<file path="src/rtl/pixel_frame_streamer_pkg.sv">
// Shared constants, state encoding and output beat layout for the canvas-to-network
// pixel streamer.
package pixel_frame_streamer_pkg;

    localparam int unsigned GRID_SIZE  = 28;
    localparam int unsigned NUM_PIXELS = GRID_SIZE * GRID_SIZE;
    localparam int unsigned ADDR_WIDTH = $clog2(NUM_PIXELS);
    localparam int unsigned DATA_WIDTH = 8;

    localparam logic [DATA_WIDTH-1:0] ON_VALUE  = 8'd255;
    localparam logic [DATA_WIDTH-1:0] OFF_VALUE = 8'd0;

    typedef enum logic [1:0] {
        IDLE   = 2'b00,
        STREAM = 2'b01,
        DONE   = 2'b10
    } state_e;

    typedef struct packed {
        logic [DATA_WIDTH-1:0] data;
        logic [ADDR_WIDTH-1:0] index;
        logic                  last;
    } pixel_beat_t;

endpackage

</file>
<file path="src/rtl/pixel_frame_streamer_skid.sv">
// Two-entry valid/ready output stage: an output register backed by one skid entry.
// free_slots_o already credits a handshake happening in the current cycle.
module stream_skid_buffer
    import pixel_frame_streamer_pkg::*;
(
    input  logic                  clk_i,
    input  logic                  rst_i,
    input  logic                  push_i,
    input  logic [DATA_WIDTH-1:0] push_data_i,
    input  logic [ADDR_WIDTH-1:0] push_index_i,
    input  logic                  push_last_i,
    output logic [DATA_WIDTH-1:0] out_data_o,
    output logic [ADDR_WIDTH-1:0] out_index_o,
    output logic                  out_last_o,
    output logic                  out_valid_o,
    input  logic                  out_ready_i,
    output logic [1:0]            free_slots_o
);

    pixel_beat_t out_q, out_d, skid_q, skid_d, push_beat;
    logic        out_valid_q, out_valid_d, skid_valid_q, skid_valid_d;
    logic        pop;

    assign push_beat = '{data: push_data_i, index: push_index_i, last: push_last_i};
    assign pop       = out_valid_q && out_ready_i;

    always_comb begin
        // NOTE: every output of this block gets a default first, so no path can infer a latch.
        out_d        = out_q;
        out_valid_d  = out_valid_q;
        skid_d       = skid_q;
        skid_valid_d = skid_valid_q;
        if (!out_valid_q || pop) begin
            // The skid entry is older than the incoming beat, so it drains first.
            if (skid_valid_q) begin
                out_d        = skid_q;
                out_valid_d  = 1'b1;
                skid_valid_d = push_i;
                if (push_i) skid_d = push_beat;
            end else begin
                out_valid_d = push_i;
                if (push_i) out_d = push_beat;
            end
        end else if (push_i) begin
            skid_d       = push_beat;
            skid_valid_d = 1'b1;
        end
    end

    always_ff @(posedge clk_i) begin
        // NOTE: state registers use <= so every flop samples pre-edge values.
        if (rst_i) begin
            // NOTE: payload registers are reset too, so out_data reads 0 right after reset.
            out_q        <= '0;
            skid_q       <= '0;
            out_valid_q  <= 1'b0;
            skid_valid_q <= 1'b0;
        end else begin
            out_q        <= out_d;
            skid_q       <= skid_d;
            out_valid_q  <= out_valid_d;
            skid_valid_q <= skid_valid_d;
        end
    end

    assign out_data_o   = out_q.data;
    assign out_index_o  = out_q.index;
    assign out_last_o   = out_q.last;
    assign out_valid_o  = out_valid_q;
    assign free_slots_o = 2'd2 - ({1'b0, out_valid_q} + {1'b0, skid_valid_q}) + {1'b0, pop};

endmodule

</file>
<file path="src/rtl/pixel_frame_streamer.sv">
// Streams the 28x28 one-bit canvas in raster order as DATA_WIDTH activations over
// valid/ready, counting drawn pixels for the debug display.
module pixel_frame_streamer
    import pixel_frame_streamer_pkg::*;
(
    input  logic                  CLOCK_50,
    input  logic                  reset,
    input  logic                  start,
    output logic                  busy,
    output logic                  done,
    output logic [ADDR_WIDTH-1:0] mem_rd_addr,
    output logic                  mem_rd_en,
    input  logic                  mem_rd_data,
    output logic [DATA_WIDTH-1:0] out_data,
    output logic                  out_valid,
    input  logic                  out_ready,
    output logic [ADDR_WIDTH-1:0] out_index,
    output logic                  out_last,
    output logic [ADDR_WIDTH-1:0] pixel_count
);

    state_e                state_q, state_d;
    logic [ADDR_WIDTH-1:0] rd_ptr_q, rd_ptr_d;
    logic [ADDR_WIDTH-1:0] pixel_count_q, pixel_count_d;
    logic                  inflight_q, inflight_d;
    logic [1:0]            free_slots;
    logic                  handshake;
    logic [ADDR_WIDTH-1:0] push_index;
    logic [DATA_WIDTH-1:0] push_data;

    assign handshake = out_valid && out_ready;
    // An in-flight read always belongs to the address just before the read pointer.
    assign push_index = rd_ptr_q - 1'b1;
    assign push_data  = mem_rd_data ? ON_VALUE : OFF_VALUE;

    stream_skid_buffer u_skid (
        .clk_i        (CLOCK_50),
        .rst_i        (reset),
        .push_i       (inflight_q),
        .push_data_i  (push_data),
        .push_index_i (push_index),
        .push_last_i  (push_index == ADDR_WIDTH'(NUM_PIXELS - 1)),
        .out_data_o   (out_data),
        .out_index_o  (out_index),
        .out_last_o   (out_last),
        .out_valid_o  (out_valid),
        .out_ready_i  (out_ready),
        .free_slots_o (free_slots)
    );

    always_comb begin
        state_d       = state_q;
        rd_ptr_d      = rd_ptr_q;
        pixel_count_d = pixel_count_q;
        inflight_d    = 1'b0;
        mem_rd_en     = 1'b0;
        busy          = 1'b0;
        done          = 1'b0;
        case (state_q)
            IDLE: begin
                if (start) begin
                    state_d       = STREAM;
                    rd_ptr_d      = '0;
                    pixel_count_d = '0;
                end
            end
            STREAM: begin
                busy = 1'b1;
                // A new read needs a buffer slot beyond the one the in-flight read has claimed.
                if (rd_ptr_q < ADDR_WIDTH'(NUM_PIXELS) && free_slots > {1'b0, inflight_q}) begin
                    mem_rd_en  = 1'b1;
                    inflight_d = 1'b1;
                    rd_ptr_d   = rd_ptr_q + 1'b1;
                end
                if (handshake && out_last) state_d = DONE;
            end
            DONE: begin
                done    = 1'b1;
                state_d = IDLE;
            end
            default: state_d = IDLE;
        endcase
        if (handshake && out_data == ON_VALUE) pixel_count_d = pixel_count_q + 1'b1;
    end

    always_ff @(posedge CLOCK_50) begin
        if (reset) begin
            state_q       <= IDLE;
            rd_ptr_q      <= '0;
            pixel_count_q <= '0;
            inflight_q    <= 1'b0;
        end else begin
            state_q       <= state_d;
            rd_ptr_q      <= rd_ptr_d;
            pixel_count_q <= pixel_count_d;
            inflight_q    <= inflight_d;
        end
    end

    assign mem_rd_addr = mem_rd_en ? rd_ptr_q : '0;
    assign pixel_count = pixel_count_q;

endmodule

</file>
<file path="config.mk">
export PLATFORM = sky130hd
export DESIGN_NAME = pixel_frame_streamer
export DESIGN_NICKNAME = d
export VERILOG_FILES = /design/src/rtl/pixel_frame_streamer_pkg.sv /design/src/rtl/pixel_frame_streamer_skid.sv /design/src/rtl/pixel_frame_streamer.sv
export SDC_FILE = /design/constraint.sdc
export NUM_CORES = 1
export LEC_CHECK = 0
export CORE_UTILIZATION = 52
export CTS_CLUSTER_DIAMETER = 50
export DETAILED_ROUTE_END_ITERATION = 12
export GPL_ROUTABILITY_DRIVEN = 0
export PLACE_DENSITY = 0.8
export SLEW_MARGIN = 25
export SYNTH_ARGS = -nofsm -noshare
export SYNTH_HDL_FRONTEND = slang
export SYNTH_SLANG_ARGS = --single-unit
</file>
<file path="constraint.sdc">
create_clock -name CLOCK_50 -period 3.25 [get_ports CLOCK_50]
set_input_delay 0.65 -clock CLOCK_50 [delete_from_list [all_inputs] [get_ports CLOCK_50]]
set_output_delay 0.65 -clock CLOCK_50 [all_outputs]
set_load 0.05 [all_outputs]
</file>
# After elaboration in Yosys (flattened, before gate mapping)
# Index checks and enable logic that the tools add are counted.
# word_totals
reg_bits,63
in_bits,5
out_inout_bits,43
# classes
add_sub_neg,6
n_lt_le_gt_ge,2
eq_ne,8
mux,23
reduce_logical,16
# op_table
op,count
$mux 19,5
$mux 10,5
$add 10x1->10 const B,2
$pmux 10 s2,1
$eq 10x10->1 const B,1
$lt 10x10->1 const B,1
$reduce_bool 2->1,5
$sub 10x1->10 const B,1
$eq 8x8->1 const B,1
$mux 1,8
$mux 8,1
$ne 2x2->1 const B,3
$reduce_and 2->1,3
$logic_and 1x1->1,4
$mux 2,2
$pmux 2 s2,1
$reduce_and 3->1,1
$add 1x1->2,1
$add 2x1->2,1
$eq 2x1->1 const B,1
$eq 2x2->1 const B,1
$gt 2x1->1,1
$logic_not 2->1,1
$ne 2x1->1 const B,1
other kinds (3),3

# Logic depth before layout (Yosys ltp)
# logic_depth
depth_word,8
depth_mapped,8
mapped_depth_nobuf,8

# By module
# A second synthesis with hierarchy kept.
# unflattened
hier_cells,365
hier_area_um2,3345.7
# by_module_without_submodules
module,n_inst,cells_each,area_each_um2
stream_skid_buffer,1,184,1894.3
pixel_frame_streamer,1,181,1451.4

# Worst setup path after synthesis
# Ideal clock, no wire load.
# synth_path
path_kind,flip-flop to output port
start,reg u_skid.out_valid_q (netlist: u_skid.out_valid_o)
end,out mem_rd_addr[0]
t_arrival_ns,2.895
path_slack_ns,-0.295
path_stages_with_launch,8
n_path_buf,1
path_cell_list,dfxtp_1 -> nand2_1 -> fa_1 -> ha_1 -> o21ai_0 -> o211ai_1 -> clkbuf_1 -> nor2_1
# synth_between
elab_chain_len,8
word_cells_on_any_way,9
cone_classes,3 x add/sub; 1 x order compare; 3 x mux; 2 x reduce/logical
# synth_rtl
element,line,rtl
from (decl),pixel_frame_streamer_skid.sv:21,"logic out_valid_q, out_valid_d, skid_valid_q, skid_valid_d;"
from (signal assigned),pixel_frame_streamer_skid.sv:61,out_valid_q <= out_valid_d;
$add 1x1->2,pixel_frame_streamer_skid.sv:70,"assign free_slots_o = 2'd2 - ({1'b0, out_valid_q} + {1'b0, skid_valid_q}) + {1'b0, pop};"
$sub 2x2->2,pixel_frame_streamer_skid.sv:70,
$add 2x1->2 (*),pixel_frame_streamer_skid.sv:70,
$gt 2x1->1 (*),pixel_frame_streamer.sv:70,"if (rd_ptr_q < ADDR_WIDTH'(NUM_PIXELS) && free_slots > {1'b0, inflight_q}) begin"
$logic_and 1x1->1 (*),pixel_frame_streamer.sv:70,
$mux 1 (*),pixel_frame_streamer.sv:70,
$mux 1 (*),pixel_frame_streamer.sv:59,case (state_q)
$mux 10 (*),pixel_frame_streamer.sv:100,assign mem_rd_addr = mem_rd_en ? rd_ptr_q : '0;
to (decl),pixel_frame_streamer.sv:11,"output logic [ADDR_WIDTH-1:0] mem_rd_addr,"
# Mark *: on every way between the ends. The rest lies on a longest branch, timed or not.

# Final worst setup path
# layout_path
start,reg u_skid.out_valid_q (netlist: u_skid.out_valid_o)
end,out mem_rd_addr[6]
# The elaborated chain is that of the path after synthesis.

==> out/qor.txt <==
crit path DAT: 2480 ps
ANT cells: 0
CTS Buffer Depth: 2
hpwl dp: 4160 µm
DR vias/cell: 5.95
Max Freq: 320 MHz
Max-Cap Viols: 0
CTS tree: yes
Nets: 367
hold buffer count at cts: 0
final hold vios: 0
htree depth: 2
Clock Sinks: 49
reg2reg start: u_skid.out_valid_o
unrepaired setup endpoints after global routing: no
Post-synth top cells: dfxtp_1, nor2_1, nand2_1
Critical Path Fanout Max: 8
max-slew violation count: 0
die area: 0.00508 mm²
Main synth FF type: dfxtp_1
Syn-to-layout area delta: 32.0%
CTS buffer count: 5
FF-to-FF End: rd_ptr_q[4]
biggest area consumer among synthesized cells: dfxtp_1
Syn Std Cell Area: 0.00249 mm²
Vias: 2,438
Die Ht: 71.3 µm
Final Cell Area: 0.00329 mm²
Worst VDD drop: 0.247 mV
Routed WL: 6140 µm
Reg2Reg Setup Slack: 640 ps
CP endpoint kind: output pin
required time worst endpoint: 2600 ps
CP Launch Type: register
initial antenna violation count: 0
CP Class: reg2out
number of synthesized flops with an enable pin: 0
port bufs: 47
share of the synthesized area in the top cell type: 39.3%
Worst Hold End: u_skid.out_index_o[7]
clock-pin slew on the worst setup and hold paths: 100 ps
Least-Margin Pin Slew: 743 ps
total leakage power: 1.16 nW
drc violations: 3
mean area per synthesized cell: 7.97 µm²
Hold Path Class: reg2reg
Seq cells post-synth: 49
Async SR Flop Fraction: 0%
# IOs: 48
vias in the first global route: 2,249
Syn Inst Count: 313
initial core utilization: 55.8%
DP Area: 0.00311 mm²
Pwr per Cell Area: 406 mW/mm²
Layout Cells excl Fill: 410
register area share after synthesis: 39.3%
min-delay src: u_skid.out_index_o[7]
global-route wire length before repair: 10,400 µm
core area: 0.00447 mm²
Clock Tree Root: clkbuf_8
row count: 24
failing checks: design-rule violations
worst r2r path cells: 10
drt wl/cell: 15.0 µm
Ys Warns: 0
Synth cell types: 47
top-count cell post-synth: dfxtp_1
minimum clock period: 3130 ps
final setup skew: 7.49 ps
status: finished with violations
die width: 71.3 µm
antenna-violating nets left: 0
Slew HR: 50.3%
largest cells by area after synthesis: dfxtp_1, nor2_1, a21oi_1
grt ovf: 0
final period utilization: 96.2%
worst-skew pair later-pin latency: 310 ps
Final Setup Violations: 0
WHS Path Cells: 2
TritonRoute pass-1 iters: 8
Iteration-0 DRC Markers: 127
largest net degree at the start of global routing: 43
total power: 1.34 mW
share of cells above drive strength 1: 15.4%
placed cells: 396
global-route usage over all layers: 25.8%
post-synthesis net count: 323
## worst max-delay path by stage
stage                             from        endpoint  slack, ps  cells past startpoint
global placement             out_ready  mem_rd_addr[1]       -350                      9
detailed placement           out_ready  mem_rd_addr[2]       -380                      9
floorplan                    out_ready  mem_rd_addr[0]         70                      7
global route        u_skid.out_valid_o  mem_rd_addr[6]          6                      9
CTS                          out_ready  mem_rd_addr[1]          4                     10
finish              u_skid.out_valid_o  mem_rd_addr[6]        120                      9
## cell families (layout without fill, tap and decap cells)
logic type | after synthesis | after routing | synth area share [%]
adders and majority gates | 5 | 5 | 2.81
and+or+nand+nor | 138 | 138 | 28.4
xor gates and xnor gates | 5 | 5 | 1.76
AOI/OAI and AO/OA | 72 | 72 | 18.0
buffers and inverters | 37 | 82 | 6.92
muxes | 7 | 7 | 2.81
DFF | 49 | 49 | 39.3
## layer usage
metal | vias to the layer above | wire length (µm) | track usage, %
met2 | 71 | 3030 | 43.2
met3 | 12 | 373 | 5.77
met4 | 0 | 97 | 8.44
li1 | 1193 | - | -
met1 | 1162 | 2640 | 33.0
met5 | - | 0 | 0
## stage by stage
step | hold WS, ps | setup WS [ps] | util, % | TNS, ps
floorplan | 437 | 71.1 | - | 0
global placement | 439 | -349 | 69.4 | -3840
detailed placement | 444 | -375 | 69.4 | -4120
CTS | 457 | 3.91 | 73.7 | 0
global route | 489 | 6.39 | 73.6 | 0
finish | 454 | 124 | 73.6 | 0
## cell usage in the layout (no fill, tap or decap), types with 9 or more instances in the layout
cell / netlist / layout
inv_1: 9 / 9
o21ai_0: 16 / 15
nand3_1: 18 / 18
nand2_1: 30 / 29
nor3_1: 9 / 9
clkdlybuf4s50_1: 0 / 35
buf_4: 7 / 16
nor2_1: 32 / 29
a211oi_1: 9 / 9
a21oi_1: 23 / 23
buf_12: 0 / 11
dfxtp_1: 49 / 48
## registers in the layout, summed over array words and instances (netlist names)
| name | flops |
|---|---|
| u_skid.skid_valid_q | 1 |
| u_skid.out_last_o | 1 |
| inflight_q | 1 |
| u_skid.out_data_o | 1 |
| u_skid.skid_q | 12 |
| u_skid.out_valid_o | 1 |
| u_skid.out_index_o | 10 |
| state_q | 2 |
| rd_ptr_q | 10 |
| pixel_count | 10 |
## area by class of cell
| type | count | area [µm²] |
|---|---|---|
| clock buffers | 6 | 82.6 |
| clock inverters | 2 | 37.5 |
| fillers | 374 | 1180 |
| inverters | 10 | 40.0 |
| multi-input cells | 227 | 1390 |
| flip-flops and latches | 49 | 982 |
| well taps | 52 | 65.1 |
| repair buffers | 63 | 696 |
| repair inverters | 1 | 5.00 |
## worst max-delay path, cell delays in order, from the launching register on
cell	delay [ps]
dfxtp_2	420
nand2_2	70
fa_1	440
ha_1	300
o21ai_2	170
o211ai_1	180
buf_4	220
buf_4	140
nor2_4	90
buf_12	140
## power by group
group / internal, mW / total, mW / switching, mW
Sequential: 0.616 / 0.630 / 0.0146
Combinational: 0.0900 / 0.245 / 0.155
Clock: 0.250 / 0.463 / 0.213
## timing repair
item                       in CTS  in global routing
gates cloned                    1                  0
setup endpoints to repair      11                 10
setup buffers                   6                  0
hold endpoints to repair        0                  0
gates resized for setup         9                  7
pin swaps                       4                  5
(Power assumes the default switching activity.)
